===== config.mk =====
export PLATFORM = sky130hd
export DESIGN_NAME = joypad_port
export DESIGN_NICKNAME = d
export VERILOG_FILES = /design/src/rtl/joypad_pkg.sv /design/src/rtl/joypad_port_debounce.sv /design/src/rtl/joypad_port.sv
export SDC_FILE = /design/constraint.sdc
export NUM_CORES = 1
export LEC_CHECK = 0
export ABC_AREA = 1
export BUFFER_PORTS_ARGS = -buffer_cell sky130_fd_sc_hd__buf_4
export CAP_MARGIN = 40
export CORE_MARGIN = 3
export CORE_UTILIZATION = 61
export CTS_CLUSTER_SIZE = 30
export DETAILED_ROUTE_END_ITERATION = 12
export HOLD_SLACK_MARGIN = 0.03
export PLACE_DENSITY = 0.88
export RECOVER_POWER = 50
export SYNTH_ARGS = -nofsm -noshare
export SYNTH_HDL_FRONTEND = slang
export SYNTH_SLANG_ARGS = --single-unit

===== constraint.sdc =====
create_clock -name clk -period 4.3 [get_ports clk]
set_input_delay 0.215 -clock clk [delete_from_list [all_inputs] [get_ports clk]]
set_output_delay 0.215 -clock clk [all_outputs]
set_load 0.02 [all_outputs]

===== src/rtl/joypad_pkg.sv =====
// Shared constants for the two-pad NES joypad port.
// Holds button bit indices, UART pad addresses and the debounce default.
package joypad_pkg;

    localparam int JP_A      = 0;
    localparam int JP_B      = 1;
    localparam int JP_SELECT = 2;
    localparam int JP_START  = 3;
    localparam int JP_UP     = 4;
    localparam int JP_DOWN   = 5;
    localparam int JP_LEFT   = 6;
    localparam int JP_RIGHT  = 7;

    localparam logic [7:0] JP_ADDR_PAD1 = 8'h40;
    localparam logic [7:0] JP_ADDR_PAD2 = 8'h41;

    localparam int JP_DEBOUNCE_DEFAULT = 21477;

    // A pad cannot report both directions of one axis at once
    function automatic logic [7:0] jp_mask_opposing(input logic [7:0] b);
        logic [7:0] m;
        m = b;
        if (b[JP_UP] && b[JP_DOWN]) begin
            m[JP_UP]   = 1'b0;
            m[JP_DOWN] = 1'b0;
        end
        if (b[JP_LEFT] && b[JP_RIGHT]) begin
            m[JP_LEFT]  = 1'b0;
            m[JP_RIGHT] = 1'b0;
        end
        return m;
    endfunction

endpackage


===== src/rtl/joypad_port_debounce.sv =====
// Synchronizer plus tick-sampled two-sample agreement debouncer.
// A bit changes only when two consecutive tick samples agree.
module button_debounce #(
    parameter int WIDTH  = 8,
    parameter int CYCLES = 21477,
    parameter int CTR_W  = 15
) (
    input  logic             clk,
    input  logic             rst_n,
    input  logic [WIDTH-1:0] i_raw,
    output logic [WIDTH-1:0] o_db
);

    logic [WIDTH-1:0] r_sync1;
    logic [WIDTH-1:0] r_sync2;
    logic [WIDTH-1:0] r_sample;
    logic [WIDTH-1:0] r_db;
    logic [CTR_W-1:0] r_ctr;
    logic             w_tick;
    logic [WIDTH-1:0] w_agree;

    assign w_tick  = (r_ctr == CTR_W'(CYCLES - 1));
    assign w_agree = ~(r_sync2 ^ r_sample);

    always_ff @(posedge clk or negedge rst_n) begin
        if (!rst_n) begin
            r_sync1  <= '0;
            r_sync2  <= '0;
            r_sample <= '0;
            r_db     <= '0;
            r_ctr    <= '0;
        end else begin
            r_sync1 <= i_raw;
            r_sync2 <= r_sync1;
            r_ctr   <= w_tick ? '0 : r_ctr + 1'b1;
            if (w_tick) begin
                r_sample <= r_sync2;
                r_db     <= (w_agree & r_sync2) | (~w_agree & r_db);
            end
        end
    end

    assign o_db = r_db;

endmodule


===== src/rtl/joypad_port.sv =====
// Two-pad NES joypad port: UART/board sources, strobe latch, serial shift.
// Pad 1 may come from debounced board inputs; pad 2 is UART only.
module joypad_port
    import joypad_pkg::*;
#(
    parameter int DEBOUNCE_CYCLES = JP_DEBOUNCE_DEFAULT,
    parameter int CTR_W           = 15
) (
    input  logic       clk,
    input  logic       reset_n,
    input  logic [7:0] uart_data,
    input  logic [7:0] uart_addr,
    input  logic       uart_write,
    input  logic [4:0] btn,
    input  logic [2:0] sw_btn,
    input  logic       board_sel,
    input  logic       joypad_strobe,
    input  logic [1:0] joypad_clock,
    output logic [1:0] joypad_data,
    output logic [7:0] pad1_state,
    output logic [7:0] pad2_state
);

    logic [1:0] r_rst_sync;
    logic       w_rst_n;
    logic [7:0] r_uart_pad1;
    logic [7:0] r_uart_pad2;
    logic [7:0] w_board_raw;
    logic [7:0] w_board_db;
    logic [7:0] w_pad [2];

    // Assert immediately, release on a clean clk edge
    always_ff @(posedge clk or negedge reset_n) begin
        if (!reset_n) r_rst_sync <= 2'b00;
        else          r_rst_sync <= {r_rst_sync[0], 1'b1};
    end
    assign w_rst_n = r_rst_sync[1];

    always_ff @(posedge clk or negedge w_rst_n) begin
        if (!w_rst_n) begin
            r_uart_pad1 <= 8'h00;
            r_uart_pad2 <= 8'h00;
        end else if (uart_write) begin
            if (uart_addr == JP_ADDR_PAD1) r_uart_pad1 <= uart_data;
            if (uart_addr == JP_ADDR_PAD2) r_uart_pad2 <= uart_data;
        end
    end

    always_comb begin
        w_board_raw            = 8'h00;
        w_board_raw[JP_A]      = btn[0];
        w_board_raw[JP_UP]     = btn[1];
        w_board_raw[JP_LEFT]   = btn[2];
        w_board_raw[JP_RIGHT]  = btn[3];
        w_board_raw[JP_DOWN]   = btn[4];
        w_board_raw[JP_B]      = sw_btn[0];
        w_board_raw[JP_SELECT] = sw_btn[1];
        w_board_raw[JP_START]  = sw_btn[2];
    end

    button_debounce #(
        .WIDTH  (8),
        .CYCLES (DEBOUNCE_CYCLES),
        .CTR_W  (CTR_W)
    ) u_debounce (
        .clk   (clk),
        .rst_n (w_rst_n),
        .i_raw (w_board_raw),
        .o_db  (w_board_db)
    );

    assign pad1_state = board_sel ? jp_mask_opposing(w_board_db)
                                  : r_uart_pad1;
    assign pad2_state = r_uart_pad2;
    assign w_pad[0]   = pad1_state;
    assign w_pad[1]   = pad2_state;

    for (genvar gi = 0; gi < 2; gi++) begin : g_pad
        logic       r_prev_clk;
        logic [7:0] r_shift;
        logic       w_fall;

        assign w_fall = r_prev_clk & ~joypad_clock[gi];

        always_ff @(posedge clk or negedge w_rst_n) begin
            if (!w_rst_n) begin
                r_prev_clk <= 1'b0;
                r_shift    <= 8'h00;
            end else begin
                r_prev_clk <= joypad_clock[gi];
                if (joypad_strobe) r_shift <= w_pad[gi];
                else if (w_fall)   r_shift <= {1'b1, r_shift[7:1]};
            end
        end

        assign joypad_data[gi] = r_shift[0];
    end

endmodule


* After elaboration in Yosys (flattened, before gate mapping)
Cells that the tools add are included.
Storage, ports and cells: input bits 31, output and inout port bits 18, bits in registers 83
Cells by class: eq/ne operators 3, reductions and logical operators 6, $add $sub $neg 1, bitwise gates (word level) 10, muxes and demuxes 8
Operators with widths (number):
- 2-to-1 mux 8 bit | 5
- AND 8 bit | 2
- equality test 8 x 7 -> 1 bit, second input constant | 2
- inverter 8 bit | 2
- adder 15 x 1 -> 15 bit, second input constant | 1
- equality test 15 bit, second input constant | 1
- 2-to-1 mux 15 bit | 1
- OR 8 bit | 1
- bitwise XOR 8 bit | 1
- 2-to-1 mux 2 bit | 2
- AND reduction 2 bit | 2
- nonzero test 2 bit | 2
- AND 1 bit | 2
- logical AND 1 bit | 2
- inverter 1 bit | 2

* Logic depth before layout (Yosys ltp)
Gate-level depths: netlist (run 1).
depth after elaboration 5, depth in mapped cells 9

* Hierarchy
Synthesis (run 1) repeated with hierarchy kept, for this count alone.
Unflattened totals: cells, all modules 444, area total of the unflattened synthesis 3951.3 µm²
By module, submodules not included:
- button_debounce | times used 1, cells an instance 227, sequential area each 1176.1 µm², area each 2088.3 µm²
- joypad_port | times used 1, cells an instance 217, sequential area each 900.9 µm², area each 1863.0 µm²

* Least setup slack after synthesis (run 1)
Ideal clock, no wire load.
path kind flip-flop to flip-flop, from reg u_debounce.r_ctr[0], to reg u_debounce.r_ctr[6], setup time 0.119 ns, slack 2.936 ns, data required time 4.181 ns, arrival time 1.245 ns, path buffers 1, cell stages (with the launch flop) 9, clock period less this slack 1.364 ns, cells stage by stage dfrtp_1 inv_1 ha_1 nand3_2 nor2_8 nand2_4 clkinv_4 buf_8 nor2_1
On the way: word-level cells in the longest chain between the ends 2, elaborated cells between the ends (all ways) 3, those cells by class 1 x add/sub; 1 x eq/ne; 1 x mux
RTL lines:
- from (decl) | RTL line joypad_port_debounce.sv:18 | logic [CTR_W-1:0] r_ctr;
- from (signal assigned) | RTL line joypad_port_debounce.sv:35 | r_ctr <= w_tick ? '0 : r_ctr + 1'b1;
- adder 15 x 1 -> 15 bit / equality test 15 bit (equally long branches) | RTL line joypad_port_debounce.sv:35, joypad_port_debounce.sv:22
- 2-to-1 mux 15 bit (*) | RTL line joypad_port_debounce.sv:35
Every way passes the cells marked *; elsewhere a longest branch is shown, timed or not. A chain may end at the register's enable or synchronous reset.

* Worst setup path in the final report (run 1)
from reg u_debounce.r_ctr[0], to reg u_debounce.r_sample[2]
On the way: word-level cells in the longest chain between the ends 1
RTL lines:
- equality test 15 bit | RTL line joypad_port_debounce.sv:22 | assign w_tick = (r_ctr == CTR_W'(CYCLES - 1));
- to (signal assigned) | RTL line joypad_port_debounce.sv:37 | r_sample <= r_sync2;
- to (decl) | RTL line joypad_port_debounce.sv:16 | logic [WIDTH-1:0] r_sample;
No other way between the ends.

==> metrics.yaml, run 1 <==
power:
  peakVddDrop_uv: 261
  leakagePower_nw: 2.28
  power.density_nw_per_um2: 335
timing:
  tns_ns: 0
  worst_hold_slack_ns: 0.0893
  fmax_mhz: 623
  skew_ns: 0.0118
  setup_viol: 0
  hold_viol: 0
  worst_slew_pin_slew_ns: 1.40
  period_minus_slack_ns: 1.61
  rsz0062_at_grt: "false"
  fin_crit_sh_pct: 37.4
  slew_viol_final: 0
  max_slew_margin_pct: 6.72
yosys:
  ys_ff_latch: 83
  synth_nets: 455
  avgSynthCellArea_sq_um: 8.70
  ys_types: 30
  synth_edf_count: 0
  yosysSeqAreaShare_pct: 56.6
  synth_area_sq_um: 3670
  synthCells: 422
  async_flop_share_pct: 100
  yosys_warnings: 0
  ys.flop_type: "dfrtp_1"
cts:
  clock_sinks: 83
  insertion_delay_ns: 0.36
  htree_levels: 3
  clock_path_buffers: 2
  cts_root_buf: "clkbuf_8"
  cts-resized-gates: 0
  cts_tree: "done"
  clkTransAtPathRegs_ns: 0.10
  cts_buffers: 9
layout:
  nets: 515
  nFillCells: 379
  regArea_sq_um: 2080
  multiInputGateArea_sq_um: 1380
  final_util_pct: 76.8
  antenna_cells: 0
  syn2layout_area_growth_pct: 18.8
  drive_gt1_share_pct: 15.8
hold_path:
  hold_depth: 3
  hold_path_end: "pad2_state[2]"
  hold_class: "in2reg"
  worst_hold_startpoint: "uart_data[2]"
global_routing:
  busiest_layer: "met2"
  antenna_found_initial: 0
  grt_usage_pct: 24.9
  grt_start_max_net_pins: 48
  grt.overflow.total: 0
  use_met2_pct: 40.0
  grt_use_met3_pct: 5.53
  grt_pass1_wl_um: 14000
  grt_pass1_vias: 3000
  use_met1_pct: 32.4
critical_path:
  cp-end-kind: "flop"
  rrSetupSlack_ns: 2.69
  crit_arrival_ns: 1.90
  path_common_cell: "nand2_1"
  cp_max_fo: 17
  crit_required_ns: 4.59
  worstSetupStartpointType: "flop"
  timing.rr.start: "u_debounce.r_ctr[0]"
  cp_cell_sequence: "inv_1 -> ha_1 -> nand3_2 -> nor2_8 -> nand2_4 -> clkinv_4 -> nand2_1 -> nand2_1"
  crit_slowest_cell: "dfrtp_1"
  worstReg2RegEnd: "u_debounce.r_sample[2]"
  cpPeakStageDelay_ns: 0.43
  reg2regPathDepth: 8
  path_class: "reg2reg"
drt:
  via_per_inst: 5.51
  first_pass_iters: 6
  ant_nets: 0
  routed_wl_um: 8150
  wire_per_inst_um: 14.6
  drc: 0
  drtIter0Drc: 252
  via_count: 3082
floorplan:
  die-width_um: 83.6
  die_area_sq_um: 6980
  start_util_pct: 64.7
  rows: 27
  io_pins: 49
  core_area_sq_um: 5680
  die_height_um: 83.6
placed_design:
  io_buffer_count: 48
  place_congestion: 0.852
  dp_hpwl_um: 5600
job:
  max-cap-violations: 0
status:
  status: "completed"
==> cells in the mapped netlist, types with 5 or more instances <==
cell       n  area [sq um]
xnor2_1   10          87.6
a21oi_1    5          25.0
nor2_1    38           143
xor2_1     5          43.8
inv_1     30           113
nand4_1   13          81.3
nand3_1   36           180
o21ai_0   17          85.1
nand2_1  142           533
dfrtp_1   83          2080
==> through the flow <==
step           power (mW)  std cells  area, sq um  setup slack, ns
6_report             1.46        559         4360             2.69
5_1_grt              1.53        559         4360             2.55
4_1_cts              1.48        559         4370             2.69
3_5_place_dp        0.950        532         4080             2.60
3_3_place_gp        0.942        531         4050             2.72
2_1_floorplan       0.897        422         3670             1.82
==> power breakdown <==
| part | internal (mW) | switching (mW) | total (mW) |
|---|---|---|---|
| clock network | 0.230 | 0.289 | 0.520 |
| registers | 0.809 | 0.0232 | 0.832 |
| logic | 0.0500 | 0.0601 | 0.110 |
| total | 1.09 | 0.373 | 1.46 |
==> critical path, delay by kind of cell (launching register included) <==
kind	cells	cell delay [ns]
adder cells (fa/ha/maj)	1	0.19
buffers and inverters	2	0.23
flip-flops	1	0.43
AND/OR/NAND/NOR	5	0.70
==> sequential cells by signal (all words and copies together), names as in the netlist, named ones only <==
register	cells
pad2_state	8
r_uart_pad1	8
u_debounce.r_ctr	15
g_pad.r_prev_clk	2
u_debounce.r_sync2	8
g_pad.r_shift	16
u_debounce.r_sync1	8
r_rst_sync	2
u_debounce.r_sample	8
==> layout make-up <==
type	count	share of cell area [%]
Sequential cell	83	47.7
Multi-Input combinational cell	292	31.7
Timing Repair Buffer	60	11.2
Inverter	36	3.22
Clock buffer	10	3.16
Tap cell	72	2.07
Clock inverter	6	1.06
==> cells in the final DEF, fill, tap and decap left out, drive strengths merged, types with 10 or more instances in the layout <==
master	count
dfrtp	83
xnor2	10
o21ai	18
inv	36
nand4	13
nand3	37
buf	38
nor2	42
dlygate4sd3	11
clkbuf	21
nand2	148
==> routing by layer <==
layer	routed length [um]	vias up
li1	-	1457
met1	3420	1466
met2	3990	138
met3	554	21
met4	193	0
met5	0	-
==> worst max-delay path by stage <==
stage                                    from                         end  slack [ns]  cells after the start
final                     u_debounce.r_ctr[0]      u_debounce.r_sample[2]        2.69                      8
after floorplan                 r_rst_sync[1]  asynchronous set/reset pin        1.82                      0
after global placement           uart_addr[4]              r_uart_pad1[0]        2.72                      7
after CTS                 u_debounce.r_ctr[0]      u_debounce.r_sample[2]        2.69                      8
after global routing      u_debounce.r_ctr[0]      u_debounce.r_sample[2]        2.55                      8
after detailed placement         uart_addr[2]               pad2_state[3]        2.60                      7
==> cells by family after synthesis <==
family | count (synthesis) | share of synthesized area [%]
AND/OR/NAND/NOR | 244 | 28.8
buffers and inverters | 47 | 5.80
AO/OA/AOI/OAI | 30 | 4.40
other | 1 | 0.102
adder cells (fa/ha/maj) | 2 | 0.682
flip-flops | 83 | 56.6
XOR/XNOR | 15 | 3.58
==> timing repair <==
| item | 4_1_cts | 5_1_grt |
|---|---|---|
| setup buffers | 0 | 0 |
| hold buffers | 11 | 0 |
| endpoints found under the hold margin | 12 | 0 |
No activity file was read; power rests on OpenSTA's default activity.
==> run 2: changes to the inputs <==
--- a/config.mk
+++ b/config.mk
@@ -5,15 +5,15 @@
 export SDC_FILE = /design/constraint.sdc
 export NUM_CORES = 1
 export LEC_CHECK = 0
-export ABC_AREA = 1
+export ABC_AREA = 0
 export BUFFER_PORTS_ARGS = -buffer_cell sky130_fd_sc_hd__buf_4
 export CAP_MARGIN = 40
 export CORE_MARGIN = 3
-export CORE_UTILIZATION = 61
+export CORE_UTILIZATION = 56
 export CTS_CLUSTER_SIZE = 30
 export DETAILED_ROUTE_END_ITERATION = 12
 export HOLD_SLACK_MARGIN = 0.03
-export PLACE_DENSITY = 0.88
+export PLACE_DENSITY = 0.82
 export RECOVER_POWER = 50
 export SYNTH_ARGS = -nofsm -noshare
 export SYNTH_HDL_FRONTEND = slang
==> constraint.sdc (replaced) <==
create_clock -name clk -period 1.6 [get_ports clk]
set_input_delay 0.08 -clock clk [delete_from_list [all_inputs] [get_ports clk]]
set_output_delay 0.08 -clock clk [all_outputs]
set_load 0.02 [all_outputs]
==> run 2 against run 1 <==
  * The run now ends with negative setup slack left
  * Design area increased by 7.2%
  * Non-clock buffer count increased by 43
  * Total power increased to 2.7 times the previous value
  * Final cell count decreased by 17%
  * Clock skew decreased by 0.0033 ns
  * Core utilization increased by 5.5 points
  * First-iteration DRC count decreased by 44%
  * Via count decreased by 18%
  * Sequential share of layout area decreased by 3.2 points
  * Critical path type unchanged
  * Largest power group unchanged
==> metrics.yaml, run 2 <==
layout:
  final_cells: 466
  final_common_cell: "dfrtp_1"
  nets: 422
  syn2layout_area_growth_pct: 38.3
  antenna_cells: 0
  final_util_pct: 82.3
  largestRegisters: "g_pad.r_shift x16, u_debounce.r_ctr x15"
  final_cell_mix: "dfrtp_1 (83), buf_4 (64), nand2_1 (19), dlygate4sd3_1 (19)"
  drive_gt1_share_pct: 40.9
  largest_reg_flops: 16
  max_flop_register: "g_pad.r_shift"
  fin_area_sq_um: 4670
critical_path:
  cpLargestDelayFamily: "simple AND/OR/NAND/NOR gates"
  crit_required_ns: 1.84
  cp_cell_sequence: "or3_4 -> or4_4 -> buf_8 -> o21ai_2 -> a21oi_2"
  path_class: "reg2reg"
  timing.rr.start: "u_debounce.r_ctr[4]"
  cp_num_buf_inv: 1
  cpPeakStageDelay_ns: 0.51
  crit_slowest_cell: "or4_4"
  cp_max_fo: 8
  rrSetupSlack_ns: -0.17
  crit_arrival_ns: 2.01
  cp-end-kind: "flop"
  reg2regPathDepth: 5
  worstSetupStartpointType: "flop"
power:
  power_mw: 4.00
  power.density_nw_per_um2: 855
  p_comb_share_pct: 6.9
  sw_frac_of_total_pct: 24.1
  p_sw_mw: 0.963
  leakagePower_nw: 2.26
  p_clk_share_pct: 37.9
  p_int_mw: 3.03
  peakVddDrop_uv: 628
  sequentialPowerShare_pct: 55.2
yosys:
  synth_area_sq_um: 3380
  synthCells: 288
  yosysTopAreaCell: "dfrtp_1"
  ys_ff_latch: 83
  yosysSeqAreaShare_pct: 61.5
  ys.flop_type: "dfrtp_1"
  synth_top_area_share_pct: 61.5
  avgSynthCellArea_sq_um: 11.7
  async_flop_share_pct: 100
  ys_top_cells_by_area: "dfrtp_1 (61%), mux2_2 (6.0%), o21ai_0 (4.9%)"
  yosys_warnings: 0
  ys_types: 35
  yosysMostFrequentCell: "dfrtp_1"
  ys_top_cells_by_count: "dfrtp_1 (83), o21ai_0 (33), nand2_1 (27)"
  synth_edf_count: 0
  synth_nets: 321
global_routing:
  grt_pass1_wl_um: 12500
  grt.overflow.total: 0
  antenna_found_initial: 0
  grt_pass1_vias: 2683
  grt_usage_pct: 22.2
  grt_start_max_net_pins: 49
placed_design:
  dp.cells: 418
  io_buffer_count: 48
  place_congestion: 0.784
  dpl-instance-area_sq_um: 3970
  dp_hpwl_um: 4570
floorplan:
  core_area_sq_um: 5680
  die_area_sq_um: 7000
  start_util_pct: 59.5
  die_height_um: 83.7
  io_pins: 49
  rows: 27
  die-width_um: 83.7
hold_path:
  hold_class: "in2async"
timing:
  rsz0062_at_grt: "true"
  slew_viol_final: 0
  worst_slew_pin_slew_ns: 0.688
  fin_crit_sh_pct: 111
  max_slew_margin_pct: 54.1
  tns_ns: -2.83
  period_minus_slack_ns: 1.77
  skew_ns: 0.00853
  timing.final.ws_setup_ns: -0.170
  hold_viol: 0
  setup_viol: 27
  fmax_mhz: 565
cts:
  cts_tree: "done"
  cts_buffers: 9
  clock_sinks: 83
  cts_root_buf: "clkbuf_8"
  htree_levels: 3
  clkTransAtPathRegs_ns: 0.09
  insertion_delay_ns: 0.35
  clock_path_buffers: 2
drt:
  drtIter0Drc: 142
  via_count: 2530
  routed_wl_um: 7650
  first_pass_iters: 4
  via_per_inst: 5.43
  drc: 0
  ant_nets: 0
  wire_per_inst_um: 16.4
status:
  status: "complete, but fails checks"
  violations: "negative setup slack"
job:
  max-cap-violations: 0
[run 2: changes by cell type after synthesis, moves of 14 or more]
cell,delta
nor2_1,-25
mux2_2,+18
nand3_1,-30
mux2i_1,+14
nand2_1,-115
o21ai_0,+16
[run 2: logic make-up after synthesis]
group,share of synthesized area [%]
compound gates,7.89
xor+xnor,3.11
fa+ha+maj,0.741
buf+inv,3.63
flops,61.5
mux,10.8
other cells,0.111
simple gates,12.2
[run 2: final cells by class]
class	count	area [sq um]
clock inverter	7	76.3
fill	309	1000
tap	72	90.1
clock buffer	9	124
inverter	17	63.8
multi-input combinational	175	1360
sequential	83	2080
timing repair buffer	103	880
[run 2: power groups by stage]
| stage | clock network [mW] | logic [mW] | registers (mW) |
|---|---|---|---|
| floorplan | 0 | 0.0920 | 2.27 |
| global placement | 0 | 0.241 | 2.24 |
| detailed placement | 0 | 0.247 | 2.24 |
| CTS | 1.53 | 0.285 | 2.20 |
| global route | 1.63 | 0.302 | 2.21 |
| finish | 1.52 | 0.275 | 2.21 |
[run 2: repair_timing]
item / 4_1_cts / 5_1_grt
cloned: 3 / 0
pin swaps: 22 / 7
hold buffers: 19 / 0
endpoints found under the setup margin: 26 / 28
setup buffers: 7 / 7
endpoints found under the hold margin: 28 / 0
gates resized for setup: 36 / 28
[run 2: how the worst max path moves through the flow]
stage	endpoint	slack, ns	cells after the start	start
6_report	flop	-0.17	5	u_debounce.r_ctr[4]
5_1_grt	flop	-0.21	5	u_debounce.r_ctr[4]
4_1_cts	flop	-0.12	7	u_debounce.r_ctr[0]
3_5_place_dp	r_uart_pad1[2]	-0.34	5	uart_addr[1]
3_3_place_gp	r_uart_pad1[5]	-0.31	5	uart_addr[1]
2_1_floorplan	pad2_state[0]	-0.16	4	uart_addr[1]
[run 2: stage by stage]
step / setup slack [ns] / hold slack (ns)
floorplan: -0.163 / -0.216
global placement: -0.310 / -0.130
detailed placement: -0.337 / -0.129
CTS: -0.117 / 0.0429
global route: -0.211 / 0.0724
finish: -0.170 / 0.0672
[run 2: routing by layer]
layer	track usage, %	part of all wire, %	vias up
met5	0	0	-
met4	9.50	1.9	0
met3	4.64	4.6	15
met2	37.2	53	76
met1	27.9	41	1263
li1	-	-	1176
==> run 3: changes to the inputs <==
--- a/config.mk
+++ b/config.mk
@@ -17,4 +17,5 @@
 export RECOVER_POWER = 50
 export SYNTH_ARGS = -nofsm -noshare
 export SYNTH_HDL_FRONTEND = slang
+export SYNTH_HIERARCHICAL = 1
 export SYNTH_SLANG_ARGS = --single-unit
==> run 3 against run 2 <==
  * The run now ends clean
  * Core utilization decreased by 4.1 points
  * Clock power about the same
  * Maximum frequency up 16%
  * First-iteration DRC count up 46%
  * Critical path type unchanged
==> metrics.yaml, run 3 <==
critical_path:
  cp-end-kind: "flop"
  path_class: "reg2reg"
  crit_required_ns: 1.84
  cp_max_fo: 5
  cp_num_buf_inv: 2
  crit_slowest_cell: "dfrtp_1"
  cpPeakStageDelay_ns: 0.39
  cp_cell_sequence: "inv_1 -> ha_1 -> and4bb_1 -> and4_4 -> buf_6 -> o21ai_1 -> a22o_1"
  cpLargestDelayFamily: "simple AND/OR/NAND/NOR gates"
  worstSetupStartpointType: "flop"
  crit_arrival_ns: 1.77
drt:
  drtIter0Drc: 207
  ant_nets: 0
  routed_wl_um: 7880
  first_pass_iters: 4
  drc: 0
  via_per_inst: 5.47
  wire_per_inst_um: 17.4
  via_count: 2484
cts:
  clkTransAtPathRegs_ns: 0.09
  cts_buffers: 9
  insertion_delay_ns: 0.36
  cts_tree: "done"
  htree_levels: 3
  clock_path_buffers: 2
  cts_root_buf: "clkbuf_8"
  clock_sinks: 83
layout:
  final_common_cell: "dfrtp_1"
  multiInputGateArea_sq_um: 1250
  largestRegisters: "g_pad.r_shift x16, u_debounce/r_ctr x15"
  nFillCells: 323
  largest_reg_flops: 16
  syn2layout_area_growth_pct: 29.9
  final_util_pct: 78.2
  drive_gt1_share_pct: 34.9
  final_cells: 454
  regArea_sq_um: 2080
  max_flop_register: "g_pad.r_shift"
  nets: 409
  final_cell_mix: "dfrtp_1 (83), buf_4 (58), nand2_1 (25)"
  fin_area_sq_um: 4470
placed_design:
  dpl-instance-area_sq_um: 4000
  io_buffer_count: 48
  dp_hpwl_um: 4770
  dp.cells: 414
  place_congestion: 0.810
yosys:
  synthSimpleGateAreaFrac_pct: 10.5
  yosysSeqAreaShare_pct: 60.4
  yosys_warnings: 6
  synth_fa_ha_area_share_pct: 0.728
  ys_types: 39
  synth_edf_count: 0
  synth_xor_area_share_pct: 2.80
  synthCells: 284
  synth_top_family_by_area: "multiplexers"
  synth_area_sq_um: 3440
  synth_top_area_share_pct: 60.4
  avgSynthCellArea_sq_um: 12.1
  ys_top_cells_by_count: "dfrtp_1 (83), o21ai_0 (26), nand2_1 (25)"
  ys_top_cells_by_area: "dfrtp_1 (60%), mux2_2 (6.2%), o21ai_0 (3.8%)"
  yosysTopAreaCell: "dfrtp_1"
  synth-compound-area-share_pct: 8.37
  synthMuxAreaShare_pct: 12.9
  async_flop_share_pct: 100
  yosysMostFrequentCell: "dfrtp_1"
  synth_nets: 317
  ys.flop_type: "dfrtp_1"
  ys_ff_latch: 83
timing:
  skew_ns: 0.0112
  fmax_mhz: 655
  max_slew_margin_pct: 10.1
  worst_slew_pin_slew_ns: 1.35
  fin_crit_sh_pct: 95.4
  slew_viol_final: 0
  setup_viol: 0
  hold_viol: 0
  rsz0062_at_grt: "true"
  period_minus_slack_ns: 1.53
hold_path:
  hold_class: "in2reg"
floorplan:
  die_area_sq_um: 7120
  rows: 27
  start_util_pct: 60.2
  die_height_um: 84.4
  io_pins: 49
  die-width_um: 84.4
  core_area_sq_um: 5710
job:
  max-cap-violations: 0
power:
  sw_frac_of_total_pct: 23.4
  leakagePower_nw: 2.17
  power_mw: 4.02
  sequentialPowerShare_pct: 55.2
  p_comb_share_pct: 7.2
  peakVddDrop_uv: 761
  power.density_nw_per_um2: 899
  p_int_mw: 3.08
  p_clk_share_pct: 37.6
  p_sw_mw: 0.940
global_routing:
  antenna_found_initial: 1
  grt_start_max_net_pins: 36
  grt_pass1_wl_um: 12300
  grt_pass1_vias: 2498
  grt_usage_pct: 22.3
  grt.overflow.total: 0
status:
  status: "completed"
## run 3: repair_timing
item | 4_1_cts | 5_1_grt
hold buffers | 20 | 0
gates resized for setup | 2 | 19
setup buffers | 0 | 3
endpoints found under the setup margin | 2 | 12
cloned | 0 | 0
hold endpoints to repair | 28 | 0
## run 3: logic make-up after synthesis
kind of cell               Yosys count
muxes                               38
xor gates and xnor gates            11
other                                1
AOI/OAI and AO/OA                   52
adders and majority gates            2
and+or+nand+nor                     67
buffers and inverters               30
DFF                                 83
## run 3: worst min-delay path, cell delays in order
cell	delay [ns]
buf_4	0.19
nand2_1	0.08
o21ai_0	0.07
## run 3: layout make-up
type | count | share of cell area (%)
Antenna cell | 1 | 0.0560
Tap cell | 72 | 2.02
Timing Repair Buffer | 94 | 17.6
Clock inverter | 5 | 1.18
Inverter | 17 | 1.43
Multi-Input combinational cell | 171 | 28.0
Sequential cell | 83 | 46.5
Clock buffer | 11 | 3.17
## run 3: power by group through the flow
stage	combinational [mW]	sequential, mW	clock (mW)
final	0.290	2.22	1.51
after global routing	0.313	2.23	1.65
after CTS	0.287	2.21	1.51
after detailed placement	0.248	2.26	0
after global placement	0.240	2.25	0
after floorplan	0.101	2.27	0
## run 3: routing by layer
metal,part of all wire (%),track usage (%),vias up
li1,-,-,1145
met1,40,27.2,1241
met2,53,38.1,77
met3,4.4,5.40,21
met4,3.1,9.50,0
met5,0,0,-
## run 3: worst paths after layout
check	start	slack, ns	cells after the start	end
hold reg to reg	u_debounce/r_sync1[5]	0.36	0	u_debounce/r_sync2[5]
setup reg to reg	u_debounce/r_ctr[0]	0.07	7	u_debounce/r_ctr[9]
max in group asynchronous	r_rst_sync[1]	0.20	1	u_debounce/r_sample[1]
min in group asynchronous	r_rst_sync[1]	0.57	0	asynchronous set/reset pin
setup / recovery	u_debounce/r_ctr[0]	0.07	7	u_debounce/r_ctr[9]
hold / removal	joypad_strobe	0.10	3	g_pad[0].r_shift[2]
## run 3: metrics by stage
step / hold slack, ns / setup TNS [ns] / worst slack, ns
3_3_place_gp: -0.137 / -0.228 / -0.0290
2_1_floorplan: -0.216 / 0 / 0.0485
3_5_place_dp: -0.136 / -0.413 / -0.0468
5_1_grt: 0.117 / -0.0488 / -0.0206
4_1_cts: 0.0970 / 0 / 0.00905
6_report: 0.100 / 0 / 0.0735
